## src/rtl/pipe_hazard_ctrl_pkg.sv

```systemverilog
// Shared types and helpers for the pipeline hazard controller:
// forwarding-select codes, FSM states, scoreboard slot layout and match rules.
package pipe_hazard_ctrl_pkg;

  localparam int FWD_W = 2;

  localparam logic [FWD_W-1:0] FWD_OLD = 2'd0;
  localparam logic [FWD_W-1:0] FWD_EX  = 2'd1;
  localparam logic [FWD_W-1:0] FWD_DM  = 2'd2;

  typedef enum logic [1:0] {
    HZ_ST_RUN    = 2'd0,
    HZ_ST_DRAIN  = 2'd1,
    HZ_ST_HALTED = 2'd2
  } hz_state_e;

  // One in-flight instruction as seen by the hazard logic
  typedef struct packed {
    logic       vld;
    logic       w_en;
    logic [4:0] dst;
    logic       ld;
  } sb_slot_t;

  localparam sb_slot_t SLOT_EMPTY = '0;

  // Register 0 is hardwired, so a write to it is never a producer
  function automatic logic slot_match(sb_slot_t s, logic [4:0] r);
    return s.vld && s.w_en && (s.dst == r) && (r != 5'd0);
  endfunction

  // Operand select for the instruction leaving ID; a load in EX cannot forward yet
  function automatic logic [FWD_W-1:0] fwd_sel(sb_slot_t ex, sb_slot_t dm,
                                               logic rd_used, logic [4:0] r);
    logic [FWD_W-1:0] sel;
    sel = FWD_OLD;
    if (rd_used) begin
      if (slot_match(ex, r) && !ex.ld) sel = FWD_EX;
      else if (slot_match(dm, r))      sel = FWD_DM;
    end
    return sel;
  endfunction

  // WB value is only used when no younger producer of the same register exists
  function automatic logic wb_bypass(sb_slot_t ex, sb_slot_t dm, sb_slot_t wb,
                                     logic rd_used, logic [4:0] r);
    return rd_used && slot_match(wb, r) && !slot_match(ex, r) && !slot_match(dm, r);
  endfunction

  function automatic logic load_use(sb_slot_t ex, logic rd_used, logic [4:0] r);
    return rd_used && slot_match(ex, r) && ex.ld;
  endfunction

endpackage

```

## src/rtl/pipe_hazard_ctrl_if.sv

```systemverilog
// Bundle of ID/EX-side requests and hazard-control responses.
// The pipeline drives through 'master'; the controller sits on 'slave'.
interface pipe_hazard_ctrl_if #(
  parameter int CNT_W = 16
);
  logic             en;
  logic [4:0]       id_req_a;
  logic [4:0]       id_req_b;
  logic             id_use_a;
  logic             id_use_b;
  logic             id_w_en;
  logic [4:0]       id_req_w;
  logic             id_is_load;
  logic             ex_redirect;
  logic             ex_halt;

  logic             pc_stall;
  logic             if_id_stall;
  logic             if_id_clr;
  logic             id_ex_clr;
  logic [1:0]       fwd_a;
  logic [1:0]       fwd_b;
  logic             id_byp_a;
  logic             id_byp_b;
  logic             halted;
  logic [CNT_W-1:0] stall_cnt;
  logic [CNT_W-1:0] flush_cnt;

  modport master (
    output en, id_req_a, id_req_b, id_use_a, id_use_b, id_w_en, id_req_w,
           id_is_load, ex_redirect, ex_halt,
    input  pc_stall, if_id_stall, if_id_clr, id_ex_clr, fwd_a, fwd_b,
           id_byp_a, id_byp_b, halted, stall_cnt, flush_cnt
  );

  modport slave (
    input  en, id_req_a, id_req_b, id_use_a, id_use_b, id_w_en, id_req_w,
           id_is_load, ex_redirect, ex_halt,
    output pc_stall, if_id_stall, if_id_clr, id_ex_clr, fwd_a, fwd_b,
           id_byp_a, id_byp_b, halted, stall_cnt, flush_cnt
  );
endinterface

```

## src/rtl/pipe_hazard_ctrl_scoreboard.sv

```systemverilog
// Hazard scoreboard: shadows the destinations held in EX, DM and WB and
// derives load-use, forwarding-select and WB-bypass decisions for ID.
module pipe_hazard_ctrl_scoreboard
  import pipe_hazard_ctrl_pkg::*;
(
  input  logic             clk,
  input  logic             rst_n,
  input  logic             adv_i,
  input  logic             bubble_i,
  input  logic             id_w_en_i,
  input  logic [4:0]       id_req_w_i,
  input  logic             id_is_load_i,
  input  logic [4:0]       id_req_a_i,
  input  logic [4:0]       id_req_b_i,
  input  logic             id_use_a_i,
  input  logic             id_use_b_i,
  output logic             luse_o,
  output logic [FWD_W-1:0] fwd_a_o,
  output logic [FWD_W-1:0] fwd_b_o,
  output logic             byp_a_o,
  output logic             byp_b_o
);

  sb_slot_t ex_q, dm_q, wb_q;
  sb_slot_t ex_d;

  // What enters EX: the ID instruction, or an empty slot when a bubble is injected
  always_comb begin
    ex_d = SLOT_EMPTY;
    if (!bubble_i) begin
      ex_d.vld  = 1'b1;
      ex_d.w_en = id_w_en_i;
      ex_d.dst  = id_req_w_i;
      ex_d.ld   = id_is_load_i;
    end
  end

  // Shift the shadow pipeline in lock-step with the real stage registers
  always_ff @(posedge clk or negedge rst_n) begin
    if (!rst_n) begin
      ex_q <= SLOT_EMPTY;
      dm_q <= SLOT_EMPTY;
      wb_q <= SLOT_EMPTY;
    end else if (adv_i) begin
      wb_q <= dm_q;
      dm_q <= ex_q;
      ex_q <= ex_d;
    end
  end

  assign luse_o  = load_use(ex_q, id_use_a_i, id_req_a_i) |
                   load_use(ex_q, id_use_b_i, id_req_b_i);
  assign fwd_a_o = fwd_sel(ex_q, dm_q, id_use_a_i, id_req_a_i);
  assign fwd_b_o = fwd_sel(ex_q, dm_q, id_use_b_i, id_req_b_i);
  assign byp_a_o = wb_bypass(ex_q, dm_q, wb_q, id_use_a_i, id_req_a_i);
  assign byp_b_o = wb_bypass(ex_q, dm_q, wb_q, id_use_b_i, id_req_b_i);

endmodule

```

## src/rtl/pipe_hazard_ctrl.sv

```systemverilog
// Hazard/sequencing controller for the 5-stage pipeline. Owns the
// run/drain/halted sequence and the stall/flush event counters; the
// in-flight register tracking lives in the scoreboard sub-module.
module pipe_hazard_ctrl
  import pipe_hazard_ctrl_pkg::*;
#(
  parameter int CNT_W     = 16,
  parameter int DRAIN_CYC = 2
) (
  input logic               clk,
  input logic               rst_n,
  pipe_hazard_ctrl_if.slave hz
);

  localparam int               DW         = (DRAIN_CYC > 1) ? $clog2(DRAIN_CYC) : 1;
  localparam logic [DW-1:0]    DRAIN_INIT = DW'(DRAIN_CYC - 1);
  localparam logic [CNT_W-1:0] CNT_MAX    = '1;

  hz_state_e        state_q;
  logic [DW-1:0]    drain_q;
  logic [CNT_W-1:0] stall_q, stall_d;
  logic [CNT_W-1:0] flush_q, flush_d;

  logic             luse;
  logic             adv;
  logic             pc_stall, if_id_stall, if_id_clr, id_ex_clr;
  logic [FWD_W-1:0] fwd_a, fwd_b;
  logic             byp_a, byp_b;

  // Frozen pipeline (en low or halted) must not shift the scoreboard
  assign adv = hz.en && (state_q != HZ_ST_HALTED);

  pipe_hazard_ctrl_scoreboard u_sb (
    .clk          (clk),
    .rst_n        (rst_n),
    .adv_i        (adv),
    .bubble_i     (id_ex_clr),
    .id_w_en_i    (hz.id_w_en),
    .id_req_w_i   (hz.id_req_w),
    .id_is_load_i (hz.id_is_load),
    .id_req_a_i   (hz.id_req_a),
    .id_req_b_i   (hz.id_req_b),
    .id_use_a_i   (hz.id_use_a),
    .id_use_b_i   (hz.id_use_b),
    .luse_o       (luse),
    .fwd_a_o      (fwd_a),
    .fwd_b_o      (fwd_b),
    .byp_a_o      (byp_a),
    .byp_b_o      (byp_b)
  );

  assign stall_d = (stall_q == CNT_MAX) ? stall_q : stall_q + CNT_W'(1);
  assign flush_d = (flush_q == CNT_MAX) ? flush_q : flush_q + CNT_W'(1);

  // Pipeline-register controls; priority in RUN is halt, then redirect, then load-use
  always_comb begin
    pc_stall    = 1'b0;
    if_id_stall = 1'b0;
    if_id_clr   = 1'b0;
    id_ex_clr   = 1'b0;
    case (state_q)
      HZ_ST_RUN: begin
        if (hz.ex_halt) begin
          pc_stall  = 1'b1;
          if_id_clr = 1'b1;
          id_ex_clr = 1'b1;
        end else if (hz.ex_redirect) begin
          if_id_clr = 1'b1;
          id_ex_clr = 1'b1;
        end else if (luse) begin
          pc_stall    = 1'b1;
          if_id_stall = 1'b1;
          id_ex_clr   = 1'b1;
        end
      end
      HZ_ST_DRAIN: begin
        pc_stall  = 1'b1;
        if_id_clr = 1'b1;
        id_ex_clr = 1'b1;
      end
      HZ_ST_HALTED: begin
        pc_stall    = 1'b1;
        if_id_stall = 1'b1;
        id_ex_clr   = 1'b1;
      end
      default: begin
        pc_stall = 1'b0;
      end
    endcase
  end

  // Sequencing FSM and event counters; stall_cnt counts only cycles that actually stall
  always_ff @(posedge clk or negedge rst_n) begin
    if (!rst_n) begin
      state_q <= HZ_ST_RUN;
      drain_q <= '0;
      stall_q <= '0;
      flush_q <= '0;
    end else if (hz.en) begin
      case (state_q)
        HZ_ST_RUN: begin
          if (hz.ex_halt) begin
            state_q <= HZ_ST_DRAIN;
            drain_q <= DRAIN_INIT;
          end else if (hz.ex_redirect) begin
            flush_q <= flush_d;
          end else if (luse) begin
            stall_q <= stall_d;
          end
        end
        HZ_ST_DRAIN: begin
          if (drain_q == '0) state_q <= HZ_ST_HALTED;
          else               drain_q <= drain_q - DW'(1);
        end
        HZ_ST_HALTED: state_q <= HZ_ST_HALTED;
        default:      state_q <= HZ_ST_RUN;
      endcase
    end
  end

  assign hz.pc_stall    = pc_stall;
  assign hz.if_id_stall = if_id_stall;
  assign hz.if_id_clr   = if_id_clr;
  assign hz.id_ex_clr   = id_ex_clr;
  assign hz.fwd_a       = fwd_a;
  assign hz.fwd_b       = fwd_b;
  assign hz.id_byp_a    = byp_a;
  assign hz.id_byp_b    = byp_b;
  assign hz.halted      = (state_q == HZ_ST_HALTED);
  assign hz.stall_cnt   = stall_q;
  assign hz.flush_cnt   = flush_q;

endmodule

```

## src/flat_wrapper.sv

```systemverilog
// flat-port wrapper written by rule: the top's interface ports become plain ports
module pipe_hazard_ctrl_flat import pipe_hazard_ctrl_pkg::*;
#(
  parameter int CNT_W     = 16,
  parameter int DRAIN_CYC = 2
)
  (clk, rst_n, hz_en, hz_id_req_a, hz_id_req_b, hz_id_use_a, hz_id_use_b, hz_id_w_en, hz_id_req_w, hz_id_is_load, hz_ex_redirect, hz_ex_halt, hz_pc_stall, hz_if_id_stall, hz_if_id_clr, hz_id_ex_clr, hz_fwd_a, hz_fwd_b, hz_id_byp_a, hz_id_byp_b, hz_halted, hz_stall_cnt, hz_flush_cnt);
  pipe_hazard_ctrl_if #(.CNT_W(CNT_W)) hz_i ();
  input logic clk;
  input logic rst_n;
  input wire logic [$bits(hz_i.en)-1:0] hz_en;
  input wire logic [$bits(hz_i.id_req_a)-1:0] hz_id_req_a;
  input wire logic [$bits(hz_i.id_req_b)-1:0] hz_id_req_b;
  input wire logic [$bits(hz_i.id_use_a)-1:0] hz_id_use_a;
  input wire logic [$bits(hz_i.id_use_b)-1:0] hz_id_use_b;
  input wire logic [$bits(hz_i.id_w_en)-1:0] hz_id_w_en;
  input wire logic [$bits(hz_i.id_req_w)-1:0] hz_id_req_w;
  input wire logic [$bits(hz_i.id_is_load)-1:0] hz_id_is_load;
  input wire logic [$bits(hz_i.ex_redirect)-1:0] hz_ex_redirect;
  input wire logic [$bits(hz_i.ex_halt)-1:0] hz_ex_halt;
  output wire logic [$bits(hz_i.pc_stall)-1:0] hz_pc_stall;
  output wire logic [$bits(hz_i.if_id_stall)-1:0] hz_if_id_stall;
  output wire logic [$bits(hz_i.if_id_clr)-1:0] hz_if_id_clr;
  output wire logic [$bits(hz_i.id_ex_clr)-1:0] hz_id_ex_clr;
  output wire logic [$bits(hz_i.fwd_a)-1:0] hz_fwd_a;
  output wire logic [$bits(hz_i.fwd_b)-1:0] hz_fwd_b;
  output wire logic [$bits(hz_i.id_byp_a)-1:0] hz_id_byp_a;
  output wire logic [$bits(hz_i.id_byp_b)-1:0] hz_id_byp_b;
  output wire logic [$bits(hz_i.halted)-1:0] hz_halted;
  output wire logic [$bits(hz_i.stall_cnt)-1:0] hz_stall_cnt;
  output wire logic [$bits(hz_i.flush_cnt)-1:0] hz_flush_cnt;
  assign hz_i.en = hz_en;
  assign hz_i.id_req_a = hz_id_req_a;
  assign hz_i.id_req_b = hz_id_req_b;
  assign hz_i.id_use_a = hz_id_use_a;
  assign hz_i.id_use_b = hz_id_use_b;
  assign hz_i.id_w_en = hz_id_w_en;
  assign hz_i.id_req_w = hz_id_req_w;
  assign hz_i.id_is_load = hz_id_is_load;
  assign hz_i.ex_redirect = hz_ex_redirect;
  assign hz_i.ex_halt = hz_ex_halt;
  assign hz_pc_stall = hz_i.pc_stall;
  assign hz_if_id_stall = hz_i.if_id_stall;
  assign hz_if_id_clr = hz_i.if_id_clr;
  assign hz_id_ex_clr = hz_i.id_ex_clr;
  assign hz_fwd_a = hz_i.fwd_a;
  assign hz_fwd_b = hz_i.fwd_b;
  assign hz_id_byp_a = hz_i.id_byp_a;
  assign hz_id_byp_b = hz_i.id_byp_b;
  assign hz_halted = hz_i.halted;
  assign hz_stall_cnt = hz_i.stall_cnt;
  assign hz_flush_cnt = hz_i.flush_cnt;
  pipe_hazard_ctrl #(.CNT_W(CNT_W), .DRAIN_CYC(DRAIN_CYC)) u_core (.clk(clk), .rst_n(rst_n), .hz(hz_i));
endmodule
```

## config.mk

```make
export PLATFORM = sky130hd
export DESIGN_NAME = pipe_hazard_ctrl_flat
export DESIGN_NICKNAME = d
export VERILOG_FILES = /design/src/rtl/pipe_hazard_ctrl_pkg.sv /design/src/rtl/pipe_hazard_ctrl_if.sv /design/src/rtl/pipe_hazard_ctrl_scoreboard.sv /design/src/rtl/pipe_hazard_ctrl.sv /design/src/flat_wrapper.sv
export SDC_FILE = /design/constraint.sdc
export NUM_CORES = 1
export LEC_CHECK = 0
export CAP_MARGIN = 10
export CORE_ASPECT_RATIO = 1.4
export CORE_MARGIN = 5
export CORE_UTILIZATION = 49
export DETAILED_ROUTE_END_ITERATION = 12
export GPL_ROUTABILITY_DRIVEN = 0
export GPL_TIMING_DRIVEN = 0
export PLACE_DENSITY = 0.8
export SETUP_SLACK_MARGIN = 0.1
export SLEW_MARGIN = 20
export SYNTH_ARGS = -nofsm -noshare
export SYNTH_HDL_FRONTEND = slang
export SYNTH_SLANG_ARGS = --single-unit
```

## constraint.sdc

```tcl
create_clock -name clk -period 2.6 [get_ports clk]
set_input_delay 0.52 -clock clk [delete_from_list [all_inputs] [get_ports clk]]
set_output_delay 0.52 -clock clk [all_outputs]
set_load 0.01 [all_outputs]
```

==> Flow_metrics.wiki <==
{| class="wikitable"
! Metric !! Value
|-
| Post-synth net total || 356
|-
| Worst vdd ir || 0.6463 mV
|-
| Final routed wire length divided by cell count || 16.02 um
|-
| Summed area of non-filler cells in the final layout || 0.004267 mm^2
|-
| Fraction of the yosys area taken by sequential cells || 0.4610
|-
| Residual overflow from global routing || 0
|-
| DRC violation count after routing || 0
|-
| Number of instances in the placed design || 464
|-
| Floorplan core area || 0.006168 mm^2
|-
| Synthesized instance count || 326
|-
| Vertical die dimension || 104.0 um
|-
| Overall routing resource usage || 0.2056
|-
| Most numerous cell in the Yosys netlist || sky130_fd_sc_hd__nand2_1
|-
| Worst rel slew slack || 0.5229
|-
| CTS Root Buffer Type || sky130_fd_sc_hd__clkbuf_8
|-
| Post-layout min period || 2.720 ns
|-
| Simple-gate share of the synthesized area || 0.2649
|-
| Worst hold path class || in2async
|-
| Maximum number of pins on one net before global-route repair || 58
|-
| Mux share of post-synthesis cell area || 0.007279
|-
| EDFF count, synth || 0
|-
| Htree depth || 3
|-
| Worst hold slack across all endpoints || 0.2406 ns
|-
| Fin util || 0.6917
|-
| Number of antenna diodes || 0
|-
| Leakage power summed over all cells || 1.991 nW
|-
| Number of setup violations in the final report || 3
|-
| Maximum buffer depth of the clock tree || 2
|-
| Worst clock skew || 0.009063 ns
|-
| Status || complete, but fails checks
|-
| Layout filler cell count || 472
|-
| Cell Area, Placed || 0.003842 mm^2
|-
| Maximum fanout along the worst path || 4
|-
| Cell with the largest stage delay on the worst path || sky130_fd_sc_hd__dlygate4sd2_1
|-
| Max Clk Rate || 367.7 MHz
|-
| Dominant synthesized flop cell || sky130_fd_sc_hd__dfrtp_1
|-
| Fin crit share || 1.046
|-
| Die width || 77.16 um
|-
| Netlist cell types || 39
|-
| Number of register bits inferred by synthesis || 57
|-
| Combinational family with the most area after synthesis || simple AND/OR/NAND/NOR gates
|-
| TritonCTS clock tree || yes
|-
| Final setup margin || -0.1195 ns
|-
| DR iter-0 viols || 133
|-
| Clk sinks || 57
|-
| Required time at the worst-slack endpoint || 2.08 ns
|-
| First-pass iteration count of the detailed router || 6
|-
| Summed negative setup slack over all endpoints || -0.2735 ns
|-
| Final hold viol count || 0
|-
| Filler-free cell count of the finished design || 497
|-
| Synthesis warning total || 0
|-
| Area share of the largest cell type after synthesis || 0.4610
|-
| Maximum cell stage delay along the critical path || 0.30 ns
|-
| Clk Latency, worst-skew pair || 0.33 ns
|-
| Vias per cell || 5.394
|-
| IO buf count || 66
|-
| Total length of routed wires || 7964 um
|-
| Launching element type of the critical path || primary input
|-
| Family with the most delay on the worst path || buffers and inverters
|-
| Class of the most critical setup path || in2out
|-
| # IOs || 67
|-
| Setup repair after global routing missed its margin || true
|-
| Detailed placement HPWL || 5525 um
|-
| Overall die area || 0.008027 mm^2
|-
| Kind of end point of the critical path || primary output
|-
| Sum of buffers and inverters on the critical path || 3
|-
| Initial standard-cell utilization of the core || 0.5016
|-
| Row count || 34
|-
| Max-cap violations || 0
|-
| Total power density per cell area || 865.6 mW/mm^2
|-
| Slew at the pin closest to its max-slew limit || 0.7156 ns
|-
| Syn_area_per_cell || 9.491 um^2
|-
| Critical-path cell list || dlygate4sd2_1, xor2_1, nor2_1, and4_4, o211ai_1, buf_4, o21a_1, nor2_1, buf_2
|-
| Synth area leader || sky130_fd_sc_hd__dfrtp_1
|-
| Global-route wire length before repair || 13610 um
|-
| Fraction of the mapped netlist area in compound gates || 0.06187
|-
| Post-layout net count || 450
|-
| Cell with the most instances on the worst path || sky130_fd_sc_hd__nor2_1
|-
| Antenna violations before repair || 0
|-
| Num CTS Buffers || 9
|-
| Arrival time of data at the critical path endpoint || 2.20 ns
|-
| Clock transition at the registers of the reported paths || 0.07 ns
|-
| Fraction of registers with async set/reset || 1.000
|-
| Ratio of cells with drive above 1 in the final layout || 0.1906
|-
| Post-synthesis xor/xnor area fraction || 0.1613
|-
| Commonest cells in the synthesized netlist || sky130_fd_sc_hd__nand2_1, sky130_fd_sc_hd__dfrtp_1, sky130_fd_sc_hd__nor2_1
|-
| Synth Area in Adders || 0.02426
|-
| Vias || 2681
|-
| Leading post-synthesis cells by cell area || sky130_fd_sc_hd__dfrtp_1, sky130_fd_sc_hd__xnor2_1, sky130_fd_sc_hd__xor2_1, sky130_fd_sc_hd__nand2_1, sky130_fd_sc_hd__nor2_1
|-
| Number of max-slew violations in the final report || 0
|-
| Remaining antenna violation count || 0
|-
| Number of global-route vias before repair || 2871
|-
| Relative area change from synthesis to final layout || 37.89%
|-
| Netlist area before placement || 0.003094 mm^2
|-
| Failing checks || negative setup slack
|}
## state kept, by name, indices dropped and copies added (netlist names)
| register | flops |
|---|---|
| u_core.hz.flush_cnt | 16 |
| u_core.u_sb.ex_q | 8 |
| u_core.hz.stall_cnt | 16 |
| u_core.u_sb.wb_q | 7 |
| u_core.u_sb.dm_q | 7 |
| u_core.drain_q | 1 |
| u_core.state_q | 2 |
## worst paths after layout
path / startpoint / endpoint / slack, ns / depth (start not counted)
worst max-delay path: hz_id_req_a[3] / hz_pc_stall / -0.12 / 9
worst min-delay path: rst_n / u_core.u_sb.wb_q[6]$_DFFE_PN0P_ / 0.24 / 1
worst max register to register: u_core.state_q[0]$_DFFE_PN0P_ / u_core.hz.flush_cnt[9]$_DFFE_PN0P_ / 0.27 / 8
worst min register to register: u_core.hz.flush_cnt[11]$_DFFE_PN0P_ / u_core.hz.flush_cnt[11]$_DFFE_PN0P_ / 0.49 / 1
max in group asynchronous: rst_n / u_core.u_sb.ex_q[1]$_DFFE_PN0P_ / 1.83 / 1
min in group clk: u_core.hz.flush_cnt[11]$_DFFE_PN0P_ / u_core.hz.flush_cnt[11]$_DFFE_PN0P_ / 0.49 / 1
## placed cells by master (no fill, tap or decap), types with 3 or more instances in the layout
master,n
sky130_fd_sc_hd__and2_1,3
sky130_fd_sc_hd__and3_1,7
sky130_fd_sc_hd__buf_2,11
sky130_fd_sc_hd__buf_4,16
sky130_fd_sc_hd__buf_6,3
sky130_fd_sc_hd__bufinv_16,3
sky130_fd_sc_hd__clkbuf_1,5
sky130_fd_sc_hd__clkbuf_2,3
sky130_fd_sc_hd__clkbuf_8,10
sky130_fd_sc_hd__clkdlybuf4s15_1,3
sky130_fd_sc_hd__clkdlybuf4s50_1,44
sky130_fd_sc_hd__dfrtp_1,54
sky130_fd_sc_hd__dfrtp_2,3
sky130_fd_sc_hd__ha_1,5
sky130_fd_sc_hd__inv_1,9
sky130_fd_sc_hd__nand2_1,59
sky130_fd_sc_hd__nand3_1,17
sky130_fd_sc_hd__nand4_1,8
sky130_fd_sc_hd__nor2_1,34
sky130_fd_sc_hd__nor3_1,14
sky130_fd_sc_hd__nor3_2,5
sky130_fd_sc_hd__nor4_1,3
sky130_fd_sc_hd__nor4_2,3
sky130_fd_sc_hd__o21ai_0,4
sky130_fd_sc_hd__xnor2_1,26
sky130_fd_sc_hd__xnor2_2,4
sky130_fd_sc_hd__xor2_1,27
## layout make-up
type	count	area, um^2	area share
tap	72	90.09	0.02111
inverter	9	33.78	0.007918
multi-input combinational	255	1718	0.4026
sequential	57	1430	0.3352
clock buffer	11	141.4	0.03314
buffer	5	26.28	0.006158
clock inverter	5	102.6	0.02405
timing repair buffer	83	724.4	0.1698
## per-layer routing
| metal | vias to the layer above | track usage | part of all wire |
|---|---|---|---|
| met5 | - | 0 | 0 |
| met2 | 79 | 0.3410 | 0.51 |
| li1 | 1300 | - | - |
| met1 | 1280 | 0.2522 | 0.41 |
| met3 | 22 | 0.05199 | 0.046 |
| met4 | 0 | 0.08231 | 0.030 |
## cells by family (layout without fill, tap and decap cells)
family	count (synthesis)	after routing
XOR/XNOR	57	57
multiplexers	2	2
flip-flops	57	57
AO/OA/AOI/OAI	23	23
buffers and inverters	14	113
adder cells (fa/ha/maj)	6	6
AND/OR/NAND/NOR	167	167
## through the flow
| stage | setup WS, ns | power, mW |
|---|---|---|
| global placement | -0.9002 | 2.476 |
| global route | -0.2004 | 3.932 |
| CTS | -0.1013 | 3.598 |
| detailed placement | -0.8917 | 2.513 |
| finish | -0.1195 | 3.693 |
| floorplan | 0.3133 | 2.052 |
## repair_timing
item                       4_1_cts  5_1_grt
setup endpoints to repair       18       23
setup buffers                   16        3
hold endpoints to repair         0        0
hold buffers                     0        0
gates resized for setup         74       20
pin swaps                       17        6
## where the power goes
group          internal, mW  total [mW]  switching [mW]
Combinational         0.622        1.30           0.677
Sequential             1.10        1.39           0.285
Clock                 0.662        1.01           0.344
Total                  2.39        3.69            1.31
No activity file was read; power rests on OpenSTA's default activity.
